==> config.mk <==
export PLATFORM = sky130hd
export DESIGN_NAME = store_data_unit_flat
export DESIGN_NICKNAME = d
export VERILOG_FILES = /design/src/rtl/store_data_unit_pkg.sv /design/src/rtl/store_data_unit_if.sv /design/src/rtl/store_data_unit_fifo.sv /design/src/rtl/store_data_unit.sv /design/src/flat_wrapper.sv
export SDC_FILE = /design/constraint.sdc
export NUM_CORES = 1
export LEC_CHECK = 0
export ABC_AREA = 1
export BUFFER_PORTS_ARGS = -buffer_cell sky130_fd_sc_hd__clkbuf_2
export CAP_MARGIN = 30
export CORE_AREA = 2 2 184 186
export CTS_CLUSTER_SIZE = 30
export DETAILED_ROUTE_END_ITERATION = 7
export DIE_AREA = 0 0 186 188
export SETUP_SLACK_MARGIN = 0.15
export SLEW_MARGIN = 20
export SYNTH_ARGS = -nofsm -noshare
export SYNTH_HDL_FRONTEND = slang
export SYNTH_SLANG_ARGS = --single-unit
==> constraint.sdc <==
create_clock -name clk -period 5.1 [get_ports clk]
set_input_delay 0.255 -clock clk [delete_from_list [all_inputs] [get_ports clk]]
set_output_delay 0.255 -clock clk [all_outputs]
set_load 0.05 [all_outputs]
==> src/rtl/store_data_unit_pkg.sv <==
// store_pkg: shared types and the store formatting function for store_data_unit.
// Build option: define STORE_MISALIGN_TRAP_EN to trap misaligned stores instead of force-aligning them.
`default_nettype none

package store_pkg;

   // Entry address width is fixed at the widest supported AW; the top narrows it on output.
   localparam int ST_AW_MAX = 64;

   typedef enum logic [1:0] {
      ST_BYTE = 2'b00,
      ST_HALF = 2'b01,
      ST_WORD = 2'b10,
      ST_RSVD = 2'b11
   } st_size_e;

   typedef struct packed {
      logic [ST_AW_MAX-1:0] addr;
      logic [31:0]          wdata;
      logic [3:0]           be;
   } st_entry_t;

   typedef struct packed {
      st_entry_t entry;
      logic      err;
   } st_fmt_t;

   function automatic st_fmt_t fmt_store(input logic [ST_AW_MAX-1:0] addr,
                                         input logic [31:0]          data,
                                         input st_size_e             size);
      st_fmt_t    r;
      logic [1:0] lo;
      r  = '0;
      lo = addr[1:0];
      r.entry.addr = {addr[ST_AW_MAX-1:2], 2'b00};
      // Half lane choice ignores addr[0] and word always enables all lanes,
      // which is exactly the force-align behaviour of the non-trapping build.
      case (size)
         ST_BYTE: begin
            r.entry.be    = 4'b0001 << lo;
            r.entry.wdata = {4{data[7:0]}};
         end
         ST_HALF: begin
            r.entry.be    = lo[1] ? 4'b1100 : 4'b0011;
            r.entry.wdata = {2{data[15:0]}};
         end
         ST_WORD: begin
            r.entry.be    = 4'b1111;
            r.entry.wdata = data;
         end
         default: r.err = 1'b1;
      endcase
`ifdef STORE_MISALIGN_TRAP_EN
      if ((size == ST_HALF && lo[0]) || (size == ST_WORD && lo != 2'b00))
         r.err = 1'b1;
`else
`endif
      return r;
   endfunction

endpackage

`default_nettype wire

==> src/rtl/store_data_unit_if.sv <==
// store_data_unit_if: request, memory-drain and status signals of the store data unit.
`default_nettype none

interface store_data_unit_if
   import store_pkg::*;
#(
   parameter int AW    = 32,
   parameter int DEPTH = 4
);
   localparam int CW = $clog2(DEPTH) + 1;

   logic          req_valid;
   logic          req_ready;
   logic [AW-1:0] req_addr;
   logic [31:0]   req_data;
   logic [1:0]    req_size;
   logic          mem_valid;
   logic          mem_ready;
   logic [AW-1:0] mem_addr;
   logic [31:0]   mem_wdata;
   logic [3:0]    mem_be;
   logic          store_err;
   logic          empty;
   logic [CW-1:0] count;

   modport master (
      output req_valid, req_addr, req_data, req_size, mem_ready,
      input  req_ready, mem_valid, mem_addr, mem_wdata, mem_be, store_err, empty, count
   );

   modport slave (
      input  req_valid, req_addr, req_data, req_size, mem_ready,
      output req_ready, mem_valid, mem_addr, mem_wdata, mem_be, store_err, empty, count
   );

endinterface

`default_nettype wire

==> src/rtl/store_data_unit_fifo.sv <==
// store_fifo: DEPTH-entry FIFO of formatted stores; wrapping pointers, count separates full from empty.
`default_nettype none

module store_fifo
   import store_pkg::*;
#(
   parameter int  DEPTH = 4,
   parameter type T     = st_entry_t
) (
   input  wire logic                   clk,
   input  wire logic                   rst,
   input  wire logic                   i_push,
   input  wire T                       i_data,
   input  wire logic                   i_pop,
   output T                            o_data,
   output logic [$clog2(DEPTH):0]      o_count,
   output logic                        o_full,
   output logic                        o_empty
);
   localparam int PW = $clog2(DEPTH);

   T              r_mem [DEPTH];
   logic [PW-1:0] r_wr_ptr;
   logic [PW-1:0] r_rd_ptr;
   logic [PW:0]   r_count;
   logic          w_push;
   logic          w_pop;

   assign w_push  = i_push && !o_full;
   assign w_pop   = i_pop && !o_empty;
   assign o_full  = (r_count == (PW+1)'(DEPTH));
   assign o_empty = (r_count == '0);
   assign o_count = r_count;
   assign o_data  = r_mem[r_rd_ptr];

   always_ff @(posedge clk or posedge rst) begin
      if (rst) begin
         r_wr_ptr <= '0;
         r_rd_ptr <= '0;
         r_count  <= '0;
      end else begin
         if (w_push)
            r_wr_ptr <= r_wr_ptr + 1'b1;
         if (w_pop)
            r_rd_ptr <= r_rd_ptr + 1'b1;
         case ({w_push, w_pop})
            2'b10:   r_count <= r_count + 1'b1;
            2'b01:   r_count <= r_count - 1'b1;
            default: r_count <= r_count;
         endcase
      end
   end

   // Storage is not reset; the top masks the head while the FIFO is empty.
   always_ff @(posedge clk) begin
      if (w_push)
         r_mem[r_wr_ptr] <= i_data;
   end

endmodule

`default_nettype wire

==> src/rtl/store_data_unit.sv <==
// store_data_unit: formats SB/SH/SW stores into byte lanes and drains them through a store buffer.
// Build option: STORE_MISALIGN_TRAP_EN (see store_pkg) selects trapping of misaligned stores.
`default_nettype none

module store_data_unit
   import store_pkg::*;
#(
   parameter int DEPTH = 4,
   parameter int AW    = 32
) (
   input  wire logic          clk,
   input  wire logic          reset,
   store_data_unit_if.slave   bus
);
   localparam int CW = $clog2(DEPTH) + 1;

   st_fmt_t       w_fmt;
   st_entry_t     w_head;
   logic          w_accept;
   logic          w_push;
   logic          w_pop;
   logic          w_full;
   logic          w_empty;
   logic [CW-1:0] w_count;
   logic          r_store_err;

   assign w_fmt    = fmt_store(ST_AW_MAX'(bus.req_addr), bus.req_data, st_size_e'(bus.req_size));
   assign w_accept = bus.req_valid && !w_full;
   assign w_push   = w_accept && !w_fmt.err;
   assign w_pop    = !w_empty && bus.mem_ready;

   store_fifo #(
      .DEPTH (DEPTH),
      .T     (st_entry_t)
   ) u_fifo (
      .clk     (clk),
      .rst     (reset),
      .i_push  (w_push),
      .i_data  (w_fmt.entry),
      .i_pop   (w_pop),
      .o_data  (w_head),
      .o_count (w_count),
      .o_full  (w_full),
      .o_empty (w_empty)
   );

   always_ff @(posedge clk or posedge reset) begin
      if (reset)
         r_store_err <= 1'b0;
      else
         r_store_err <= w_accept && w_fmt.err;
   end

   assign bus.req_ready = !w_full;
   assign bus.mem_valid = !w_empty;
   assign bus.mem_addr  = w_empty ? '0 : w_head.addr[AW-1:0];
   assign bus.mem_wdata = w_empty ? '0 : w_head.wdata;
   assign bus.mem_be    = w_empty ? '0 : w_head.be;
   assign bus.store_err = r_store_err;
   assign bus.empty     = w_empty;
   assign bus.count     = w_count;

   // Entry address bits above AW are always zero and intentionally dropped.
   generate
      if (AW < ST_AW_MAX) begin : g_addr_hi
         logic w_unused_addr_hi;
         assign w_unused_addr_hi = ^w_head.addr[ST_AW_MAX-1:AW];
      end
   endgenerate

endmodule

`default_nettype wire

==> src/flat_wrapper.sv <==
// flat-port wrapper written by rule: the top's interface ports become plain ports
module store_data_unit_flat import store_pkg::*;
#(
   parameter int DEPTH = 4,
   parameter int AW    = 32
)
  (clk, reset, bus_req_valid, bus_req_addr, bus_req_data, bus_req_size, bus_mem_ready, bus_req_ready, bus_mem_valid, bus_mem_addr, bus_mem_wdata, bus_mem_be, bus_store_err, bus_empty, bus_count);
  store_data_unit_if #(.AW(AW), .DEPTH(DEPTH)) bus_i ();
  input  wire logic clk;
  input  wire logic reset;
  input wire logic [$bits(bus_i.req_valid)-1:0] bus_req_valid;
  input wire logic [$bits(bus_i.req_addr)-1:0] bus_req_addr;
  input wire logic [$bits(bus_i.req_data)-1:0] bus_req_data;
  input wire logic [$bits(bus_i.req_size)-1:0] bus_req_size;
  input wire logic [$bits(bus_i.mem_ready)-1:0] bus_mem_ready;
  output wire logic [$bits(bus_i.req_ready)-1:0] bus_req_ready;
  output wire logic [$bits(bus_i.mem_valid)-1:0] bus_mem_valid;
  output wire logic [$bits(bus_i.mem_addr)-1:0] bus_mem_addr;
  output wire logic [$bits(bus_i.mem_wdata)-1:0] bus_mem_wdata;
  output wire logic [$bits(bus_i.mem_be)-1:0] bus_mem_be;
  output wire logic [$bits(bus_i.store_err)-1:0] bus_store_err;
  output wire logic [$bits(bus_i.empty)-1:0] bus_empty;
  output wire logic [$bits(bus_i.count)-1:0] bus_count;
  assign bus_i.req_valid = bus_req_valid;
  assign bus_i.req_addr = bus_req_addr;
  assign bus_i.req_data = bus_req_data;
  assign bus_i.req_size = bus_req_size;
  assign bus_i.mem_ready = bus_mem_ready;
  assign bus_req_ready = bus_i.req_ready;
  assign bus_mem_valid = bus_i.mem_valid;
  assign bus_mem_addr = bus_i.mem_addr;
  assign bus_mem_wdata = bus_i.mem_wdata;
  assign bus_mem_be = bus_i.mem_be;
  assign bus_store_err = bus_i.store_err;
  assign bus_empty = bus_i.empty;
  assign bus_count = bus_i.count;
  store_data_unit #(.DEPTH(DEPTH), .AW(AW)) u_core (.clk(clk), .reset(reset), .bus(bus_i));
endmodule
==> impl_results.md <==
- Fin Hold WS: 128 ps
- Post-Synth XOR/XNOR Area: 0.145%
- CTS tree: built
- Peak supply drop: 0.347 mV
- Max Clock Freq: 0.294 GHz
- Root buffer cell: clkbuf_16
- Critical Path Sink Type: output port
- Hpwl dp: between 15000 and 20000 um
- CTS clk-pin slew, worst paths: around 60 ps
- Setup CP Type: reg -> out
- Number of CTS-inserted buffers: 29
- Detail Route Antenna Nets: 0
- #FFs+latches synth: 272
- Max Slew Vio Count: 0
- Final Worst Setup Slack: between 1500 and 2000 ps
- Syn Inst Count: roughly 1200
- Detailed-route DRC error count: 0
- Final Cycle Share: between 60% and 70%
- Die area: 35000 um2
- Wirelength per Cell: 15.5 um
- Worst Tran Pin Value: around 930 ps
- Nets: 1450
- 1st-iter DRT viols: 516
- CP Launch Type: flop
- Adder-Cell Fraction of Synth Area: less than 1%
- Number of flops mapped to enable cells by yosys: roughly 260
- Max Fanout on Critical Path: 53
- H-tree depth: 1
- First-pass GRT wire length: 44100 um
- Synthesis warning total: 0
- RSZ-0062 raised after global routing: false
- Die height: ~190 um
- IO Pins: 145
- Outcome: finished clean
- Die W: around 190 um
- Worst path arrival time: about 3100 ps
- Simple-gate share of the synthesized area: between 10% and 20%
- # clock sinks: approximately 270
- Endpoints failing setup: 0
- Overflow after GRT: 0
- Synth top area cells: edfxtp_1, nand2_1, inv_1
- Combinational family with the most area after synthesis: simple AND/OR/NAND/NOR gates
- Starting Density: 36.5%
- Area Overhead vs Synth: 20.5%
- Core box area: around 33000 um2
- Pwr/cell area: 644 nW/um2
- Vias in the first global route: 8047
- Port Buffers: 142
- Max Cap Violations: 0
- Min-Delay Path Class: in -> reg
- Setup TNS Final: 0 ps
- CTS Hold Bufs: 33
- Final Hold Vio Count: 0
- Initial antenna violation count: 0
- Vias per std cell: 4.52
- Primary FF master, synth: edfxtp_1
- Final wirelength: 28700 um
- Cell area after synthesis: 12100 um2
- Core Util, Final: 44.0%
- Asr flop ratio synth: 2.94%
- Core Rows: 67
- Worst slew margin: 37.7%
- CTS max path bufs: 3
- Post-synthesis mux area share: 0%
- Post-layout min period: between 3000 and 4000 ps
- Cell type with the largest total area after synthesis: edfxtp_1
- Count of different cell masters after synthesis: 22
- Total GRT Usage: 16.4%
- Vias: 8337
- Final clock skew: ~17 ps
- Drt first pass iters: 5
- Pleak: approximately 6.6 nW
- Clk_lat worst skew: 550 ps
- Compound-Gate Fraction of Synth Area: 3.31%
- Antenna diodes: 0
- Largest net degree at the start of global routing: between 90 and 100
- Post-cts resize count: 0
- Synthesized area per cell: 10.0 um2
- Fraction of layout cells with a size suffix above 1: 15.3%
- Register area share after synthesis: 67.2%
- GP Congestion: 0.814
- Post-CTS Setup Bufs: 0
- Worst Path Required: 4850 ps
- DP Worst Slack: 2150 ps
- Area share of the largest cell type after synthesis: 65.5%
==> state kept, by name (all words and copies together) (netlist names) <==
name                    flops
u_core.u_fifo.r_wr_ptr      2
u_core.u_fifo.o_count       3
u_core.u_fifo.r_rd_ptr      2
u_core.bus.store_err        1
u_core.u_fifo.r_mem       264
==> metrics by stage <==
| step | instances | total power, mW | instance area [um2] |
|---|---|---|---|
| floorplan | 1209 | 6.26 | 12100 |
| global placement | 1754 | 7.31 | 13200 |
| detailed placement | 1756 | 7.37 | 13300 |
| CTS | 1842 | 9.45 | 14500 |
| global route | 1844 | 9.85 | 14600 |
| finish | 1844 | 9.38 | 14600 |
==> cell usage in the layout, fill, tap and decap left out, drive strengths merged <==
cell and n:
a21oi 66, inv 296, clkinv 14, conb 2, fa 1, bufinv 3
or2 1, nand3 153, ha 5, clkinvlp 2, clkbuf 175, nor2 18
dfrtp 8, edfxtp 264, nand4 3, buf 16, dlygate4sd3 33, xnor2 2
nand2 320, o21ai 14
==> area by class of cell <==
cell class / instances / area, um2
Timing Repair Buffer: 191 / 1240
Clock inverter: 20 / 184
Tap cell: 448 / 561
Multi-Input combinational cell: 585 / 2610
Fill cell: 3081 / 18500
Clock buffer: 33 / 741
Inverter: 295 / 1110
Sequential cell: 272 / 8130
==> worst max-delay path: stages, from the launching register on <==
cell      delay (ps)
dfrtp_4          790
inv_4            350
buf_4            420
nand2_1          150
nand3_1           90
a21oi_1          390
clkbuf_2         360
==> cells in the mapped netlist, types with 2 or more instances <==
master,n
ha_1,5
nand2_1,320
nor2_2,2
edfxtp_1,264
dfrtp_1,8
o21ai_0,14
xnor2_1,2
buf_2,26
nand3_1,152
clkbuf_1,21
nand4_1,3
inv_2,3
buf_4,8
a21oi_1,66
inv_1,292
nor2_1,16
==> cell families after synthesis <==
| family | Yosys count |
|---|---|
| AOI/OAI and AO/OA | 80 |
| adders and majority gates | 6 |
| and+or+nand+nor | 495 |
| other | 1 |
| buffers and inverters | 352 |
| xor gates and xnor gates | 2 |
| DFF | 272 |
==> per-layer routing <==
metal  GRT usage (%)  up-vias  routed length [um]
li1                -     4145                   -
met1            21.1     3938               12600
met2            27.7      198               13800
met3            2.62       56                1340
met4            5.81        0                 891
met5               0        -                   0
==> final timing paths <==
kind / end / start / slack [ps] / cells after the start
setup reg to reg: u_core.u_fifo.r_mem[1][39] / u_core.u_fifo.o_count[1] / 2410 / 5
hold / removal: u_core.u_fifo.r_mem[2][16] / bus_req_data[12] / 130 / 3
max in group asynchronous: u_core.u_fifo.r_rd_ptr[0] / reset / 4620 / 3
min in group asynchronous: u_core.u_fifo.o_count[1] / reset / 190 / 3
setup / recovery: bus_mem_wdata[5] / u_core.u_fifo.r_rd_ptr[0] / 1700 / 6
hold reg to reg: u_core.u_fifo.o_count[0] / u_core.u_fifo.o_count[0] / 500 / 1
==> report_power, final <==
| group | switching (mW) | leakage [nW] | total (mW) | internal, mW |
|---|---|---|---|---|
| Clock | 0.846 | 0.450 | 2.04 | 1.19 |
| Combinational | 3.40 | 3.65 | 4.35 | 0.952 |
| Sequential | 0.144 | 2.52 | 2.99 | 2.84 |
Note: power is estimated with default switching activity, not from simulation.
